<file path="config.mk">
export PLATFORM = sky130hd
export DESIGN_NAME = router_sta_3port
export DESIGN_NICKNAME = d
export VERILOG_FILES = /design/src/rtl/router_sta_pkg.sv /design/src/rtl/router_sta_3port.sv /design/src/rtl/router_sta_xy_calc.sv /design/src/rtl/router_sta.sv
export SDC_FILE = /design/constraint.sdc
export NUM_CORES = 1
export LEC_CHECK = 0
export ABC_AREA = 0
export CORE_AREA = 4 4 41 43
export CTS_BUF_LIST = sky130_fd_sc_hd__clkbuf_8
export DETAILED_ROUTE_END_ITERATION = 7
export DIE_AREA = 0 0 45 47
export PLACE_DENSITY_LB_ADDON = 0.12
export SLEW_MARGIN = 5
export SYNTH_ARGS = -nofsm -noshare
export SYNTH_HDL_FRONTEND = slang
export SYNTH_SLANG_ARGS = --single-unit
</file>
<file path="constraint.sdc">
create_clock -name clk -period 1.2 [get_ports clk]
set_clock_uncertainty 0.2 [all_clocks]
set_input_delay 0.24 -clock clk [delete_from_list [all_inputs] [get_ports clk]]
set_output_delay 0.24 -clock clk [all_outputs]
set_load 0.1 [all_outputs]
</file>
<file path="src/rtl/router_sta_pkg.sv">
// Shared definitions for the XY route-computation stage: direction codes, address fields,
// and the positional port-existence helper used when ROUTER_STA_CHECK_EN is defined.
package router_sta_pkg;

    localparam int ADDR_W = 3;
    localparam int X_MSB  = 1;
    localparam int X_LSB  = 0;
    localparam int Y_BIT  = 2;

    typedef logic [2:0] port_t;

    localparam port_t PORT_LOCAL = 3'd0;
    localparam port_t PORT_EAST  = 3'd1;
    localparam port_t PORT_WEST  = 3'd2;
    localparam port_t PORT_VERT  = 3'd3;
    localparam port_t PORT_NONE  = 3'd7;

    // True when a router of this flavour may sit in column x and owns a physical port for dir.
    function automatic logic port_exists(input int num_ports, input logic [1:0] x,
                                         input port_t dir);
        logic pos_ok;
        logic dir_ok;
        if (num_ports == 3)
            pos_ok = (x == 2'd0) || (x == 2'd3);
        else if (num_ports == 4)
            pos_ok = (x == 2'd1) || (x == 2'd2);
        else
            pos_ok = 1'b0;
        case (dir)
            PORT_LOCAL, PORT_VERT: dir_ok = 1'b1;
            PORT_EAST:             dir_ok = (x != 2'd3);
            PORT_WEST:             dir_ok = (x != 2'd0);
            default:               dir_ok = 1'b0;
        endcase
        return pos_ok && dir_ok;
    endfunction

endpackage

</file>
<file path="src/rtl/router_sta_3port.sv">
// Corner-router (columns 0/3) flavour of the XY route stage.
module router_sta_3port
    import router_sta_pkg::*;
(
    input  logic              clk,
    input  logic              rst_n,
    input  logic              en,
    input  logic [ADDR_W-1:0] router_add,
    input  logic [ADDR_W-1:0] dst,
    output logic [2:0]        port
);

    router_sta #(.NUM_PORTS(3)) u_core (
        .clk        (clk),
        .rst_n      (rst_n),
        .en         (en),
        .router_add (router_add),
        .dst        (dst),
        .port       (port)
    );

endmodule

</file>
<file path="src/rtl/router_sta_xy_calc.sv">
// Combinational XY direction decision: X is resolved before Y, and equal addresses mean LOCAL.
module router_sta_xy_calc
    import router_sta_pkg::*;
(
    input  logic [ADDR_W-1:0] router_add,
    input  logic [ADDR_W-1:0] dst,
    output port_t             dir
);

    logic [1:0] own_x;
    logic [1:0] dst_x;

    assign own_x = router_add[X_MSB:X_LSB];
    assign dst_x = dst[X_MSB:X_LSB];

    always_comb begin
        // NOTE: dir gets a default before any branch so no path leaves it unassigned (no latch).
        dir = PORT_LOCAL;
        if (dst_x > own_x)
            dir = PORT_EAST;
        else if (dst_x < own_x)
            dir = PORT_WEST;
        else if (dst[Y_BIT] != router_add[Y_BIT])
            dir = PORT_VERT;
    end

endmodule

</file>
<file path="src/rtl/router_sta.sv">
// Registered XY route stage shared by 3-port corner and 4-port middle routers.
// Optional positional legality check enabled by defining ROUTER_STA_CHECK_EN.
module router_sta
    import router_sta_pkg::*;
#(
    parameter int NUM_PORTS = 4
) (
    input  logic              clk,
    input  logic              rst_n,
    input  logic              en,
    input  logic [ADDR_W-1:0] router_add,
    input  logic [ADDR_W-1:0] dst,
    output logic [2:0]        port
);

    generate
        if (NUM_PORTS != 3 && NUM_PORTS != 4) begin : g_bad_num_ports
            $error("router_sta: NUM_PORTS must be 3 or 4");
        end
    endgenerate

    port_t raw_dir;
    port_t next_port;

    router_sta_xy_calc u_xy_calc (
        .router_add (router_add),
        .dst        (dst),
        .dir        (raw_dir)
    );

`ifdef ROUTER_STA_CHECK_EN
    assign next_port = port_exists(NUM_PORTS, router_add[X_MSB:X_LSB], raw_dir)
                       ? raw_dir : PORT_NONE;
`else
    assign next_port = raw_dir;
`endif

    always_ff @(posedge clk or negedge rst_n) begin
        // NOTE: registered state uses non-blocking assignment so every flop samples pre-edge values.
        if (!rst_n)
            port <= PORT_NONE;
        else if (en)
            port <= next_port;
    end

endmodule

</file>
==> run_results.csv, run 1 <==
group,metric,value,unit
layout,design_area,418,sq um
drt,dr.pass1.iters,3,
sta,slew_violations,0,
sta,setup_slack,-0.246,ns
global_routing,grt_pass1_vias,195,
die,io_pins,12,
setup_path,cp.depth,1,
cts,hold_buffers,0,
sta,rsz0062_at_grt,"yes",
setup_path,critPathKind,"flip-flop to primary output",
yosys,synth_fp_nets,27,
sta,timing.final.hold_violations,0,
setup_path,worst_ep_arrival_time,1.01,ns
layout,multiInputGateArea,119,sq um
die,core-area,1300,sq um
setup_path,crit_buf_inv,1,
cts,cts_setup_buffers,0,
cts,tritoncts,"yes",
global_routing,grt_pass1_wl,724,microns
layout,largest_register_ffs,3,
sta,period_needed,1.45,ns
layout,largest_registers,"u_core.port (3)",
setup_path,r2r_start,"u_core.port[0]",
sta,fin_hold_ws,0.206,ns
yosys,ys_warn_count,0,
sta,slew-limit-headroom,87.7,%
setup_path,cp-startpoint,"u_core.port[2]",
sta,max_freq,692,MHz
setup_path,ff2ff_setup_slack,0.14,ns
drt,viasPerCell,3.61,
layout,utilization,32.1,%
job,maxCapViolCount,0,
layout,synthToLayoutAreaGrowth,139,%
drt,drtAntennaViolNets,0,
yosys,yosys_register_bits,3,
place,placed_area,345,sq um
worst_hold_path,hp-class,"primary input to asynchronous set/reset pin",
drt,routed_wl,459,microns
sta,post-route-period-util,120,%
setup_path,path_cells,"buf_12",
cts,cts-root-buf,"clkbuf_8",
drt,drc,0,
setup_path,rr_worst_depth,1,
cts,clk_latency,0.21,ns
layout,n_antenna_cell,0,
layout,fill_cells,143,
setup_path,start_kind,"flip-flop",
setup_path,rr_endpoint,"u_core.port[0]",
sta,tightestPinTransition,0.184,ns
global_routing,antenna_found_initial,0,
cts,h-tree-depth,1,
drt,wl_per_cell,9.98,microns
global_routing,grt_usage,5.78,%
power,ir_drop,0.376,mV
drt,drt_iter0_markers,2,
power,total_power,608,uW
yosys,synthCells,16,
die,rows,13,
power,leakage,0.185,nW
power,power_density,1460,nW/um^2
status,failed_checks,"negative setup slack",
global_routing,grt_max_degree,6,
setup_path,cp_max_fo,2,
yosys,syn_area,175,sq um
die,start_util,13.5,%
sta,setup_viol,3,
die,die_y,47,microns
layout,nets,43,
setup_path,crit_path_end_kind,"primary output",
yosys,yosysSeqAreaShare,45.0,%
drt,num_vias,166,
global_routing,overflow,0,
cts,cts_buffers,3,
setup_path,max_stage_delay,0.62,ns
die,die-area,2120,sq um
layout,top_register,"u_core.port",
cts,clock_sinks,3,
yosys,avgSynthCellArea,10.9,sq um
status,status,"complete, but fails checks",
layout,regArea,90.1,sq um
cts,path_clk_slew,0.03,ns
layout,final_common_cell,"dlygate4sd2_1",
layout,layout-drive-gt1-share,48.4,%
setup_path,crit_family,"flip-flops",
setup_path,critPathSlowestCell,"dfstp_4",
setup_path,critical_path_required,0.76,ns
yosys,synth_cell_types,9,
place,place_congestion,0.624,
die,die-width,45,microns
place,port_buffers,11,
cts,cts_max_path_buffers,2,
## power breakdown
part | internal (mW) | leakage (nW) | switching (mW)
clock | 0.217 | 0.0269 | 0.0621
sequential | 0.127 | 0.0332 | 0.0113
combinational | 0.0816 | 0.125 | 0.109
total | 0.426 | 0.185 | 0.182
## worst max path at each step
stage	slack (ns)	endpoint
2_1_floorplan	-0.05	u_core.port[0]
3_3_place_gp	-0.41	u_core.port[0]
3_5_place_dp	-0.43	u_core.port[0]
4_1_cts	-0.25	port[2]
5_1_grt	-0.26	port[2]
6_report	-0.25	port[2]
## cell families (layout without fill, tap and decap cells)
logic type      after synthesis  after routing  synth area share (%)
fa+ha+maj                     2              2                  14.3
simple gates                  7              7                  25.0
xor+xnor                      1              1                  5.00
buf+inv                       2             17                  4.29
compound gates                1              1                  6.43
flops                         3              3                  45.0
## synthesized netlist by cell type
| master | count | area [sq um] |
|---|---|---|
| dfstp_2 | 3 | 78.8 |
| nand3_1 | 2 | 10.0 |
| xor2_1 | 1 | 8.76 |
| and2b_1 | 1 | 7.51 |
| inv_1 | 2 | 7.51 |
| ha_1 | 2 | 25.0 |
| o221a_2 | 1 | 11.3 |
| nand3b_1 | 1 | 7.51 |
| nand2b_1 | 3 | 18.8 |
## routing by layer
| layer | global-route usage [%] | part of all wire (%) | up-vias |
|---|---|---|---|
| met5 | 0 | 0 | - |
| met4 | 14.0 | 5.9 | 0 |
| met3 | 0.383 | 11 | 2 |
| met2 | 7.34 | 47 | 11 |
| met1 | 5.03 | 36 | 70 |
| li1 | - | - | 83 |
## per-stage QoR
step                      TNS, ns  worst slack [ns]  instances
final                      -0.726            -0.246         46
after global routing       -0.774            -0.260         46
after CTS                  -0.754            -0.254         46
after detailed placement   -0.924            -0.425         42
after global placement     -0.901            -0.408         42
after floorplan           -0.0580           -0.0478         16
## timing repair
action / in CTS / in global routing
hold endpoints to repair: 0 / 0
endpoints found under the setup margin: 5 / 5
pin swaps: 2 / 0
resized for setup: 9 / 1
gates cloned: 0 / 0
## cell type report
| type | count | area share [%] |
|---|---|---|
| Clock inverter | 1 | 0.898 |
| Multi-Input combinational cell | 11 | 28.4 |
| Tap cell | 15 | 4.49 |
| Sequential cell | 3 | 21.6 |
| Inverter | 2 | 1.80 |
| Timing Repair Buffer | 11 | 32.9 |
| Clock buffer | 3 | 9.88 |
No activity file was read; power rests on OpenSTA's default activity.
==> run 2, diff against run 1 <==
--- a/config.mk
+++ b/config.mk
@@ -6,6 +6,7 @@
 export NUM_CORES = 1
 export LEC_CHECK = 0
 export ABC_AREA = 0
+export ABC_CLOCK_PERIOD_IN_PS = 1200
 export CORE_AREA = 4 4 41 43
 export CTS_BUF_LIST = sky130_fd_sc_hd__clkbuf_8
 export DETAILED_ROUTE_END_ITERATION = 7
==> results of run 2 <==
Same layout as run 1: the final DEF is identical, and so are final timing and power.
==> run 3, diff against run 2 <==
--- a/config.mk
+++ b/config.mk
@@ -9,6 +9,7 @@
 export ABC_CLOCK_PERIOD_IN_PS = 1200
 export CORE_AREA = 4 4 41 43
 export CTS_BUF_LIST = sky130_fd_sc_hd__clkbuf_8
+export CTS_CLUSTER_DIAMETER = 150
 export DETAILED_ROUTE_END_ITERATION = 7
 export DIE_AREA = 0 0 45 47
 export PLACE_DENSITY_LB_ADDON = 0.12
==> results of run 3 <==
Same layout as run 1: the final DEF is identical, and so are final timing and power.
